===== src/rtl/intra_pred_sched.sv =====
// Sub-block sequencer for the 4x4 intra-prediction datapath: accepts one TU command,
// runs the DC accumulation phases when needed, then walks all 4x4 sub-blocks in raster order.
module intra_pred_sched (
  input  logic       clk,
  input  logic       arst_n,
  input  logic       rst_n_i,
  input  logic       cmd_valid_i,
  output logic       cmd_ready_o,
  input  logic [2:0] cmd_tuSize_i,
  input  logic [5:0] cmd_mode_i,
  input  logic       cmd_filt_i,
  input  logic       ref_valid_i,
  output logic [2:0] dp_X_o,
  output logic [2:0] dp_Y_o,
  output logic [3:0] dp_preStage_o,
  output logic [1:0] dp_unFil_opt_o,
  output logic       dp_bStop_o,
  output logic [2:0] dp_tuSize_o,
  output logic [5:0] dp_mode_o,
  output logic       dp_isPredFilter_o,
  output logic       out_valid_o,
  input  logic       out_ready_i,
  output logic       out_last_o,
  output logic       err_o
);

  typedef enum logic [1:0] {
    S_IDLE   = 2'd0,
    S_ACC    = 2'd1,
    S_SETTLE = 2'd2,
    S_PRED   = 2'd3
  } state_e;

  localparam logic [3:0] PRE_HOLD = 4'b1000;
  localparam logic [5:0] MODE_DC  = 6'd1;
  localparam logic [1:0] UF_REG   = 2'd0;
  localparam logic [1:0] UF_STORE = 2'd1;
  localparam logic [1:0] UF_BOTH  = 2'd2;

  state_e     state_q, state_d;
  logic [2:0] x_q, x_d;
  logic [2:0] y_q, y_d;
  logic [3:0] pre_q, pre_d;
  logic [1:0] unf_q, unf_d;
  logic [2:0] tu_q, tu_d;
  logic [5:0] mode_q, mode_d;
  logic       filt_q, filt_d;
  logic       err_q, err_d;
  logic       phase_q, phase_d;

  logic [2:0] tu_eff;
  logic [2:0] b_max;
  logic       x_end;
  logic       y_end;
  logic       acc_last;
  logic       xfer;

  // Sizes 4..7 are clamped to 32x32.
  assign tu_eff = cmd_tuSize_i[2] ? 3'd3 : {1'b0, cmd_tuSize_i[1:0]};

  always_comb begin
    b_max = 3'd7;
    case (tu_q)
      3'd0:    b_max = 3'd0;
      3'd1:    b_max = 3'd1;
      3'd2:    b_max = 3'd3;
      default: b_max = 3'd7;
    endcase
  end

  assign x_end    = (x_q == b_max);
  assign y_end    = (y_q == b_max);
  // Only 8x8 needs two accumulation phases.
  assign acc_last = (tu_q == 3'd1) ? phase_q : 1'b1;
  assign xfer     = (state_q == S_PRED) && ref_valid_i && out_ready_i;

  always_comb begin
    state_d     = state_q;
    x_d         = x_q;
    y_d         = y_q;
    pre_d       = pre_q;
    unf_d       = unf_q;
    tu_d        = tu_q;
    mode_d      = mode_q;
    filt_d      = filt_q;
    err_d       = err_q;
    phase_d     = phase_q;
    cmd_ready_o = 1'b0;
    out_valid_o = 1'b0;
    out_last_o  = 1'b0;
    dp_bStop_o  = 1'b1;

    case (state_q)
      S_IDLE: begin
        cmd_ready_o = 1'b1;
        if (cmd_valid_i) begin
          tu_d    = tu_eff;
          mode_d  = cmd_mode_i;
          filt_d  = cmd_filt_i;
          x_d     = 3'd0;
          y_d     = 3'd0;
          phase_d = 1'b0;
          if (cmd_tuSize_i[2]) begin
            err_d = 1'b1;
          end
          if (cmd_mode_i == MODE_DC) begin
            state_d = S_ACC;
            pre_d   = 4'd0;
            unf_d   = (tu_eff == 3'd1) ? UF_REG : UF_BOTH;
          end else begin
            state_d = S_PRED;
            pre_d   = PRE_HOLD;
            unf_d   = UF_REG;
          end
        end
      end

      S_ACC: begin
        dp_bStop_o = !ref_valid_i;
        if (ref_valid_i) begin
          if (!acc_last) begin
            phase_d = 1'b1;
            pre_d   = 4'd1;
            unf_d   = UF_BOTH;
          end else if (tu_q == 3'd0) begin
            // 4x4 phase 0 only loads the sum; one extra cycle computes DC from it.
            state_d = S_SETTLE;
            pre_d   = PRE_HOLD;
            unf_d   = UF_STORE;
          end else begin
            state_d = S_PRED;
            pre_d   = PRE_HOLD;
            unf_d   = UF_REG;
          end
        end
      end

      S_SETTLE: begin
        dp_bStop_o = 1'b0;
        state_d    = S_PRED;
        pre_d      = PRE_HOLD;
        unf_d      = UF_REG;
      end

      S_PRED: begin
        out_valid_o = ref_valid_i;
        out_last_o  = x_end && y_end;
        dp_bStop_o  = !(ref_valid_i && out_ready_i);
        if (xfer) begin
          if (!x_end) begin
            x_d = x_q + 3'd1;
          end else begin
            x_d = 3'd0;
            if (y_end) begin
              state_d = S_IDLE;
              y_d     = 3'd0;
              pre_d   = 4'd0;
              unf_d   = UF_REG;
            end else begin
              y_d = y_q + 3'd1;
            end
          end
        end
      end

      default: begin
        state_d = S_IDLE;
      end
    endcase
  end

  always_ff @(posedge clk or negedge arst_n) begin
    if (!arst_n) begin
      state_q <= S_IDLE;
      x_q     <= 3'd0;
      y_q     <= 3'd0;
      pre_q   <= 4'd0;
      unf_q   <= 2'd0;
      tu_q    <= 3'd0;
      mode_q  <= 6'd0;
      filt_q  <= 1'b0;
      err_q   <= 1'b0;
      phase_q <= 1'b0;
    end else if (!rst_n_i) begin
      state_q <= S_IDLE;
      x_q     <= 3'd0;
      y_q     <= 3'd0;
      pre_q   <= 4'd0;
      unf_q   <= 2'd0;
      tu_q    <= 3'd0;
      mode_q  <= 6'd0;
      filt_q  <= 1'b0;
      err_q   <= 1'b0;
      phase_q <= 1'b0;
    end else begin
      state_q <= state_d;
      x_q     <= x_d;
      y_q     <= y_d;
      pre_q   <= pre_d;
      unf_q   <= unf_d;
      tu_q    <= tu_d;
      mode_q  <= mode_d;
      filt_q  <= filt_d;
      err_q   <= err_d;
      phase_q <= phase_d;
    end
  end

  assign dp_X_o            = x_q;
  assign dp_Y_o            = y_q;
  assign dp_preStage_o     = pre_q;
  assign dp_unFil_opt_o    = unf_q;
  assign dp_tuSize_o       = tu_q;
  assign dp_mode_o         = mode_q;
  assign dp_isPredFilter_o = filt_q;
  assign err_o             = err_q;

endmodule

===== config.mk =====
export PLATFORM = sky130hd
export DESIGN_NAME = intra_pred_sched
export DESIGN_NICKNAME = d
export VERILOG_FILES = /design/src/rtl/intra_pred_sched.sv
export SDC_FILE = /design/constraint.sdc
export NUM_CORES = 1
export LEC_CHECK = 0
export ABC_AREA = 1
export BUFFER_PORTS_ARGS = -buffer_cell sky130_fd_sc_hd__buf_2
export CORE_ASPECT_RATIO = 0.7
export CORE_MARGIN = 1
export CORE_UTILIZATION = 51
export CTS_CLUSTER_SIZE = 14
export DETAILED_ROUTE_END_ITERATION = 6
export GPL_TIMING_DRIVEN = 0
export PLACE_DENSITY = 0.79
export SYNTH_ARGS = -nofsm -noshare
export SYNTH_HDL_FRONTEND = slang
export SYNTH_SLANG_ARGS = --single-unit

===== constraint.sdc =====
create_clock -name clk -period 2.2 [get_ports clk]
set_clock_uncertainty 0.2 [all_clocks]
set_input_delay 0.11 -clock clk [delete_from_list [all_inputs] [get_ports clk]]
set_output_delay 0.11 -clock clk [all_outputs]
set_load 0.02 [all_outputs]

==> results of run 1 <==
==> cell type report <==
type / count / area [sq um]
clock buffers: 3 / 41.29
inverters: 27 / 101.3
repair buffers: 48 / 290.3
clock inverters: 1 / 5.005
well taps: 34 / 42.54
multi-input cells: 133 / 704.4
plain buffers: 7 / 51.30
fillers: 214 / 740.7
flip-flops and latches: 23 / 575.6
==> cells by family after synthesis <==
family,count (synthesis)
flops,23
compound gates,25
simple gates,96
fa+ha+maj,5
buf+inv,34
other cells,1
xor+xnor,4
==> synth_stat cells (all sizes together) (2+ instances only) <==
cell / instances / area (sq um)
nand2: 54 / 227.7
inv: 27 / 101.3
dfrtp: 23 / 575.6
nand3: 19 / 105.1
o21ai: 16 / 83.83
nor2: 14 / 67.56
buf: 6 / 46.29
a21oi: 5 / 25.02
ha: 5 / 62.56
nand4: 5 / 31.28
nor3: 2 / 10.01
xnor2: 2 / 17.52
xor2: 2 / 17.52
==> sequential cells by signal, indices dropped and copies added (netlist names), 2 cells and up <==
name	cells
dp_X_o	3
dp_Y_o	3
dp_mode_o	6
dp_preStage_o	2
dp_tuSize_o	2
dp_unFil_opt_o	2
state_q	2
==> worst register-to-register path: stages (launching register included) <==
cell,delay (ns)
dfrtp_1,0.44
inv_1,0.12
ha_1,0.32
inv_2,0.09
o21ai_2,0.36
clkbuf_2,0.27
o21ai_0,0.11
==> layer usage <==
| layer | vias up | GRT usage [%] |
|---|---|---|
| met1 | 613 | 33.54 |
| met3 | 4 | 5.198 |
| met4 | 0 | 7.391 |
| met2 | 40 | 36.49 |
| li1 | 710 | - |
| met5 | - | 0 |
==> path summary, 6_finish.rpt <==
kind                              startpoint                 to  slack, ns  cells past startpoint
max in group asynchronous             arst_n         state_q[0]       1.30                      2
min in group asynchronous             arst_n          dp_Y_o[2]       0.14                      2
max reg2reg                       state_q[0]       dp_mode_o[5]       0.17                      6
max                               state_q[0]       dp_mode_o[5]       0.17                      6
min reg2reg                dp_unFil_opt_o[1]  dp_unFil_opt_o[1]       0.28                      2
min                          cmd_tuSize_i[1]     dp_tuSize_o[1]       0.01                      5
==> through the flow <==
step | area (sq um) | power [mW] | setup slack [ns]
global placement | 1665 | 1.300 | 0.1846
global route | 1812 | 1.713 | 0.02461
finish | 1812 | 1.589 | 0.1691
CTS | 1812 | 1.598 | 0.1808
detailed placement | 1665 | 1.311 | 0.2025
floorplan | 1433 | 1.112 | 0.2935
==> report_power, final <==
part / internal (mW) / switching [mW]
logic: 0.265 / 0.504
registers: 0.492 / 0.0601
clock network: 0.127 / 0.142
total: 0.883 / 0.706
==> results.toml, run 1 <==
[status]
status = "completed"

[sta]
post-route-period-util_pct = 92.31
rsz0062_at_grt = "false"
tns_ns = 0
drv_slew = 0
whs_ns = 0.01378
slew_headroom_pct = 65.10
hold_violations = 0
tightest_slew_ns = 0.5234
fmax_mhz = 492.4
final-setup-viol-count = 0
min_period_ns = 2.031

[worst_setup_path]
critPathBufInv = 3
slowest_delay_ns = 0.44
end_kind = "register"
cp.arrival_ns = 1.98
cp.required_ns = 2.15
slowest_stage = "dfrtp_1"
start_kind = "register"
cp_max_fo = 10
worstPathCellList = "inv_1, ha_1, inv_2, o21ai_2, clkbuf_2, o21ai_0"
path_delay_family = "buffers and inverters"
crit_type = "register to register"

[grt]
grt_pass1_wl_um = 5285
grt_max_degree = 24
grt_remaining_overflow = 0
first_global_vias = 1186
antenna_found_initial = 0
grt_usage_pct = 23.73

[logic_synthesis]
synth_simple_gate_area_share_pct = 32.05
synth_compound_area_share_pct = 9.745
synth_ff_type = "dfrtp_1"
synth_cell_types = 29
async_flop_share_pct = 100.0
synth.avg_cell_area_sq_um = 7.580
synth_seq_cells = 23
synthMuxAreaShare_pct = 0
synth-edff-count = 0
synth.yosys.seq_area_share_pct = 40.39
synthCells = 188
syn_area_sq_um = 1425
synth_fa_ha_area_share_pct = 4.390
synth_top_family_by_area = "simple AND/OR/NAND/NOR gates"
synthXorXnorAreaFrac_pct = 2.458
synth_warnings = 0

[floorplanning]
die_height_um = 46.23
initial_core_util_pct = 55.83
die_area_sq_um = 3013
die_x_um = 65.18
rows = 15
design.core.area_sq_um = 2552
boundaryPins = 43

[drt]
drtPass1Iterations = 4
met1Wirelength_um = 1625
drtIter0Drc = 82
routed_wirelength_um = 3164
wire_per_inst_um = 11.46
routed.top_layer = "met4"
dr_wl_met2_um = 1370
ant_nets = 0
via_per_inst = 4.953
dr_wl_met3_um = 138
drc = 0
vias = 1367

[cts]
cts_buffers = 3
hold_buffers = 10
clock_latency_ns = 0.27
clock_path_buffers = 2
clock_sinks = 23
clkTransAtPathRegs_ns = 0.09
ctsResizeCount = 0
htreeDepth = 1
cts_root_buf = "clkbuf_8"
post-cts-setup-buffers = 0
cts_tree = "built"

[flow_run]
drv_cap = 0

[placement]
portBuffers = 38
dp_cells = 262
place_congestion = 0.9274
post-dp-hpwl_um = 2316

[cells_and_area]
fin_util_pct = 70.98
drive_gt1_share_pct = 25.62
layout_commonest_cell = "nand2_1"
num_antenna_cells = 0
syn2layout_area_growth_pct = 27.13
nets = 264
fin_cells = 276
final_cell_mix = "50 x nand2_1, 39 x buf_2, 23 x inv_1, 23 x dfrtp_1, 17 x nand3_1"

[power_and_ir_drop]
vdd_ir_drop_max_v = 0.0005609
power_leakage_nw = 1.037
pwr_density_cell_nw_per_um2 = 877.3

[worst_hold_path]
hold_class = "input pin to register"
Note: power is estimated with default switching activity, not from simulation.
==> run 2: changes to the inputs <==
--- a/config.mk
+++ b/config.mk
@@ -5,7 +5,6 @@
 export SDC_FILE = /design/constraint.sdc
 export NUM_CORES = 1
 export LEC_CHECK = 0
-export ABC_AREA = 1
 export BUFFER_PORTS_ARGS = -buffer_cell sky130_fd_sc_hd__buf_2
 export CORE_ASPECT_RATIO = 0.7
 export CORE_MARGIN = 1
==> run 2 against run 1 <==
  * The flow now finishes with violations (negative setup slack)
  * Clock power hardly changed
  * Highest routed layer unchanged
  * Worst setup slack worse by 0.25 ns
  * Hold slack better by 0.026 ns
  * Wire length is 45% higher
  * Total power is 23% higher
  * Register-to-register slack worse by 0.25 ns
==> results.toml, run 2 <==
[status]
status = "finished with violations"
violations = "negative setup slack"

[drt]
drc = 0
routed_wirelength_um = 4599
wire_per_inst_um = 17.62
vias = 1542
ant_nets = 0
drtIter0Drc = 170
drtPass1Iterations = 5
via_per_inst = 5.908

[sta]
post-route-period-util_pct = 103.6
hold_violations = 0
drv_slew = 0
min_period_ns = 2.279
rsz0062_at_grt = "true"
final-setup-viol-count = 3
slew_headroom_pct = 59.57
layout_setup_ws_ns = -0.07868
tightest_slew_ns = 0.6019
fmax_mhz = 438.9
whs_ns = 0.04026

[logic_synthesis]
synth_warnings = 0
synth_simple_gate_area_share_pct = 25.53
ys_top_cells_by_count = "28 x nand2_1, 23 x dfrtp_1, 16 x o21ai_0"
synthCells = 162
ys_top_cells_by_area = "dfrtp_1 39%, nand2_1 7.1%, o21ai_0 5.4%, ha_1 4.3%, nor2_1 2.3%"
synth_top_area_share_pct = 39.15
synth_ff_type = "dfrtp_1"
yosysMostFrequentCell = "nand2_1"
async_flop_share_pct = 100.0
synth_cell_types = 51
syn_area_sq_um = 1470
synth_top_family_by_area = "simple AND/OR/NAND/NOR gates"
synthXorXnorAreaFrac_pct = 1.787
synth_top_cell_by_area = "dfrtp_1"
synth-edff-count = 0
synth_seq_cells = 23
synth.yosys.seq_area_share_pct = 39.15
synth_compound_area_share_pct = 19.83
synth_fa_ha_area_share_pct = 4.255
synth.avg_cell_area_sq_um = 9.075
synthMuxAreaShare_pct = 1.362

[floorplanning]
die_area_sq_um = 3105
rows = 15
boundaryPins = 43
initial_core_util_pct = 56.76
die_x_um = 66.17
design.core.area_sq_um = 2590
die_height_um = 46.92

[cts]
cts_buffers = 3
cts_tree = "built"
clock_path_buffers = 2
clock_latency_ns = 0.26
clkTransAtPathRegs_ns = 0.08
htreeDepth = 1
clock_sinks = 23
cts_root_buf = "clkbuf_8"

[power_and_ir_drop]
pwr_density_cell_nw_per_um2 = 954.6
p_clk_share_pct = 13.7
vdd_ir_drop_max_v = 0.001077
p_int_mw = 1.106
p_seq_share_pct = 27.6
p_sw_uw = 844.0
combPwrFrac_pct = 58.7
power_leakage_nw = 0.9684
p_sw_share_pct = 43.27

[cells_and_area]
fin_cells = 261
final_cell_mix = "37 x buf_2, 28 x nand2_1, 21 x dfrtp_1"
drive_gt1_share_pct = 37.89
num_antenna_cells = 0
nets = 249
largest_reg_flops = 6
layout_commonest_cell = "buf_2"
syn2layout_area_growth_pct = 38.98
fin_util_pct = 78.89
fillers = 155

[placement]
post-dp-hpwl_um = 2704
pre_cts_ws_ns = -0.09880
dp_cells = 236
place_congestion = 0.8926
portBuffers = 38

[worst_setup_path]
crit_type = "register to register"
cp.required_ns = 2.19
end_kind = "register"
cp_max_fo = 8
worstSetupStartpoint = "dp_tuSize_o[0]"
cp.arrival_ns = 2.26
start_kind = "register"
r2r-start = "dp_tuSize_o[0]"

[grt]
grt_pass1_wl_um = 6561
grt_remaining_overflow = 0
grt_usage_pct = 28.79
first_global_vias = 1359
antenna_found_initial = 0
grt_max_degree = 24

[worst_hold_path]
hp-start = "cmd_tuSize_i[2]"
hold_class = "input pin to register"

[flow_run]
drv_cap = 0
## run 2: changes by cell type after synthesis, moves of 3 or more
cell,previous run,this run
nor2_1,12,9
nand2_1,50,28
nand4_1,5,2
nand2b_1,0,3
or4_1,0,3
and2_1,0,3
inv_2,4,0
nand2_4,3,0
nor2b_1,0,4
nand3_1,17,2
inv_1,23,5
## run 2: final cells by class
cell class / count / area (sq um) / share of cell area, %
buffer: 10 / 97.59 / 4.776
multi-input combinational: 125 / 873.3 / 42.74
sequential: 23 / 578.1 / 28.29
inverter: 6 / 22.52 / 1.102
timing repair buffer: 59 / 384.1 / 18.80
clock buffer: 4 / 45.04 / 2.205
tap: 34 / 42.54 / 2.082
## run 2: cells by family after synthesis
kind of cell	Yosys count
simple gates	69
compound gates	43
flops	23
buf+inv	16
fa+ha+maj	5
xor+xnor	3
mux	2
other cells	1
## run 2: worst paths after layout
check / endpoint / slack, ns / cells past startpoint
setup / recovery: dp_unFil_opt_o[0] / -0.08 / 7
hold / removal: dp_tuSize_o[1] / 0.04 / 3
setup reg to reg: dp_unFil_opt_o[0] / -0.08 / 7
hold reg to reg: dp_isPredFilter_o / 0.28 / 2
max in group asynchronous: dp_tuSize_o[1] / 1.27 / 2
min in group asynchronous: state_q[1] / 0.15 / 2
## run 2: worst max-delay path, cell delays in order (launching register included)
cell     delay [ns]
dfrtp_1        0.39
buf_6          0.14
or2_4          0.24
nor4_4         0.25
buf_6          0.18
o31ai_4        0.08
or4b_4         0.52
o22ai_2        0.21
## run 2: per-stage QoR
stage | power (mW) | TNS, ns | area, sq um
after CTS | 1.739 | -0.02673 | 1923
after detailed placement | 1.381 | -0.5350 | 1714
after global routing | 2.040 | -0.5133 | 2043
final | 1.951 | -0.1275 | 2043
after global placement | 1.359 | -0.05648 | 1714
after floorplan | 1.163 | 0 | 1481
## run 2: repair_timing
action / CTS / global route
hold buffers: 12 / 0
endpoints found under the hold margin: 34 / 0
resized for setup: 5 / 19
endpoints found under the setup margin: 14 / 19
buffers inserted: 4 / 5
pin swaps: 3 / 4
## run 2: routing by layer
layer  vias up  part of all wire (%)  track usage, %
li1        709                     -               -
met5         -                     0               0
met2        88                    48           46.33
met4         0                   2.3           10.21
met1       731                    42           39.01
met3        14                   8.2           6.553
## run 2: power groups by stage
stage          clock network [mW]  logic (mW)  registers, mW
2_1_floorplan                   0       0.570          0.593
3_3_place_gp                    0       0.818          0.542
3_5_place_dp                    0       0.833          0.548
4_1_cts                     0.269       0.933          0.536
5_1_grt                     0.285        1.21          0.543
6_report                    0.267        1.14          0.538
==> run 3: changes to the inputs <==
--- a/config.mk
+++ b/config.mk
@@ -8,11 +8,12 @@
 export BUFFER_PORTS_ARGS = -buffer_cell sky130_fd_sc_hd__buf_2
 export CORE_ASPECT_RATIO = 0.7
 export CORE_MARGIN = 1
-export CORE_UTILIZATION = 51
+export CORE_UTILIZATION = 53
+export CTS_BUF_LIST = sky130_fd_sc_hd__clkbuf_8
 export CTS_CLUSTER_SIZE = 14
 export DETAILED_ROUTE_END_ITERATION = 6
 export GPL_TIMING_DRIVEN = 0
-export PLACE_DENSITY = 0.79
+export PLACE_DENSITY = 0.81
 export SYNTH_ARGS = -nofsm -noshare
 export SYNTH_HDL_FRONTEND = slang
 export SYNTH_SLANG_ARGS = --single-unit
==> run 3 against run 2 <==
  * The run ends with negative hold slack, negative setup slack left
  * Via count is 8.2% higher
  * Sequential power is 2% higher
  * First-iteration DRC count is 2.4% lower
  * Count of clock-buffer cells in the layout is 1 lower
  * Non-clock buffer count is 4 higher
  * Total power is 1.3% higher
  * Wire length is 11% higher
  * Final cell count is 1.5% higher
  * Highest routed layer unchanged
==> results.toml, run 3 (synthesis results as in run 2) <==
[floorplanning]
boundaryPins = 43
design.core.area_sq_um = 2552
die_x_um = 64.95
rows = 15
die_height_um = 46.07
initial_core_util_pct = 57.60
die_area_sq_um = 2992

[cts]
cts_tree = "built"
cts_root_buf = "clkbuf_8"
clkTransAtPathRegs_ns = 0.09
clock_path_buffers = 2
clock_latency_ns = 0.27
cts_buffers = 3
hold_buffers = 10
htreeDepth = 1
clock_sinks = 23

[grt]
grt_remaining_overflow = 0
grt_usage_pct = 31.90
antenna_found_initial = 0
grt_max_degree = 24
first_global_vias = 1391
grt_pass1_wl_um = 6879

[worst_setup_path]
r2r-start = "dp_tuSize_o[1]"
slowest_delay_ns = 0.55
critPathBufInv = 0
cp_max_fo = 9
start_kind = "register"
slowest_stage = "or4b_4"
path_delay_family = "simple AND/OR/NAND/NOR gates"
cp.arrival_ns = 2.22
end_kind = "register"
rr_worst_depth = 5
r2r_setup_slack_ns = -0.03
cp.required_ns = 2.18
worstPathCellList = "nor4b_2, a22o_2, nor3_2, or4b_4, o22ai_2"
r2r-end = "dp_unFil_opt_o[0]"
crit_type = "register to register"

[worst_hold_path]
hp-start = "rst_n_i"
min_delay_path_depth = 3
whs_endpoint = "dp_Y_o[1]"
hold_class = "input pin to register"

[sta]
whs_ns = -0.03801
slew_headroom_pct = 63.81
hold_violations = 2
rsz0062_at_grt = "true"
drv_slew = 0
post-route-period-util_pct = 101.5
min_period_ns = 2.233
final-setup-viol-count = 1
fmax_mhz = 447.9
layout_setup_ws_ns = -0.03262
tightest_slew_ns = 0.5429

[drt]
wire_per_inst_um = 19.20
via_per_inst = 6.294
ant_nets = 0
drtIter0Drc = 166
drtPass1Iterations = 5
vias = 1668
drc = 0
routed_wirelength_um = 5087

[placement]
pre_cts_ws_ns = -0.1328
place_congestion = 0.9328
post-dp-hpwl_um = 2697
portBuffers = 38

[cells_and_area]
fin_util_pct = 81.81
num_antenna_cells = 0
syn2layout_area_growth_pct = 42.04
drive_gt1_share_pct = 41.56
nets = 253
layout_commonest_cell = "buf_2"
largest_reg_flops = 6
fillers = 141
final_cell_mix = "37 x buf_2, 28 x nand2_1, 21 x dfrtp_1"

[flow_run]
drv_cap = 0

[status]
violations = "negative hold slack, negative setup slack"
status = "finished with violations"

[power_and_ir_drop]
total_power_mw = 1.976
vdd_ir_drop_max_v = 0.0007888
pwr_density_cell_nw_per_um2 = 946.2
power_leakage_nw = 1.003
run 3: where the power goes:
part	internal (mW)	switching (mW)	total, mW
combinational	0.510	0.646	1.16
sequential	0.486	0.0607	0.547
clock	0.127	0.146	0.273
run 3: repair_timing:
item / CTS / global route
cloned: 0 / 0
buffers inserted: 5 / 10
endpoints found under the hold margin: 34 / 1
pin swaps: 4 / 10
resized for setup: 12 / 15
setup endpoints to repair: 16 / 20
run 3: metrics by stage:
stage,hold slack [ns],instance area (sq um),instances,TNS (ns)
6_report,-0.03801,2088,265,-0.03262
5_1_grt,-0.002337,2088,265,-0.4375
4_1_cts,-0.03312,1956,255,-0.003846
3_5_place_dp,-0.08768,1714,236,-1.018
3_3_place_gp,-0.09239,1714,236,-0.01843
2_1_floorplan,-0.3856,1481,164,0
run 3: layer usage:
layer  up-vias  part of all wire, %  global-route usage, %
met1       792                   39                  42.81
met2       126                   48                  50.63
met3        27                  9.2                  6.436
li1        723                    -                      -
met4         0                  3.4                  14.22
met5         -                    0                      0
run 3: worst max-delay path by stage:
stage          slack (ns)  cells past startpoint                 to      startpoint
3_3_place_gp        -0.02                      6       dp_mode_o[4]      state_q[0]
2_1_floorplan        0.03                      8          dp_Y_o[2]      state_q[0]
6_report            -0.03                      5  dp_unFil_opt_o[0]  dp_tuSize_o[1]
4_1_cts            -0.004                      8          dp_Y_o[0]  dp_tuSize_o[0]
5_1_grt             -0.09                      6  dp_unFil_opt_o[1]  dp_tuSize_o[1]
3_5_place_dp        -0.13                      6       dp_mode_o[4]      state_q[0]
run 3: worst register-to-register path, cell delays in order, from the launching register on:
cell and delay (ns):
dfrtp_2 0.49, nor4b_2 0.35, a22o_2 0.26, nor3_2 0.10, or4b_4 0.55, o22ai_2 0.20
run 3: cell type report:
class | count | area (sq um) | share of cell area [%]
clock buffer | 3 | 41.29 | 1.977
clock inverter | 1 | 5.005 | 0.2397
multi-input combinational | 125 | 875.8 | 41.94
sequential | 23 | 578.1 | 27.68
tap | 34 | 42.54 | 2.037
timing repair buffer | 63 | 425.4 | 20.37
buffer | 10 | 97.59 | 4.673
inverter | 6 | 22.52 | 1.078
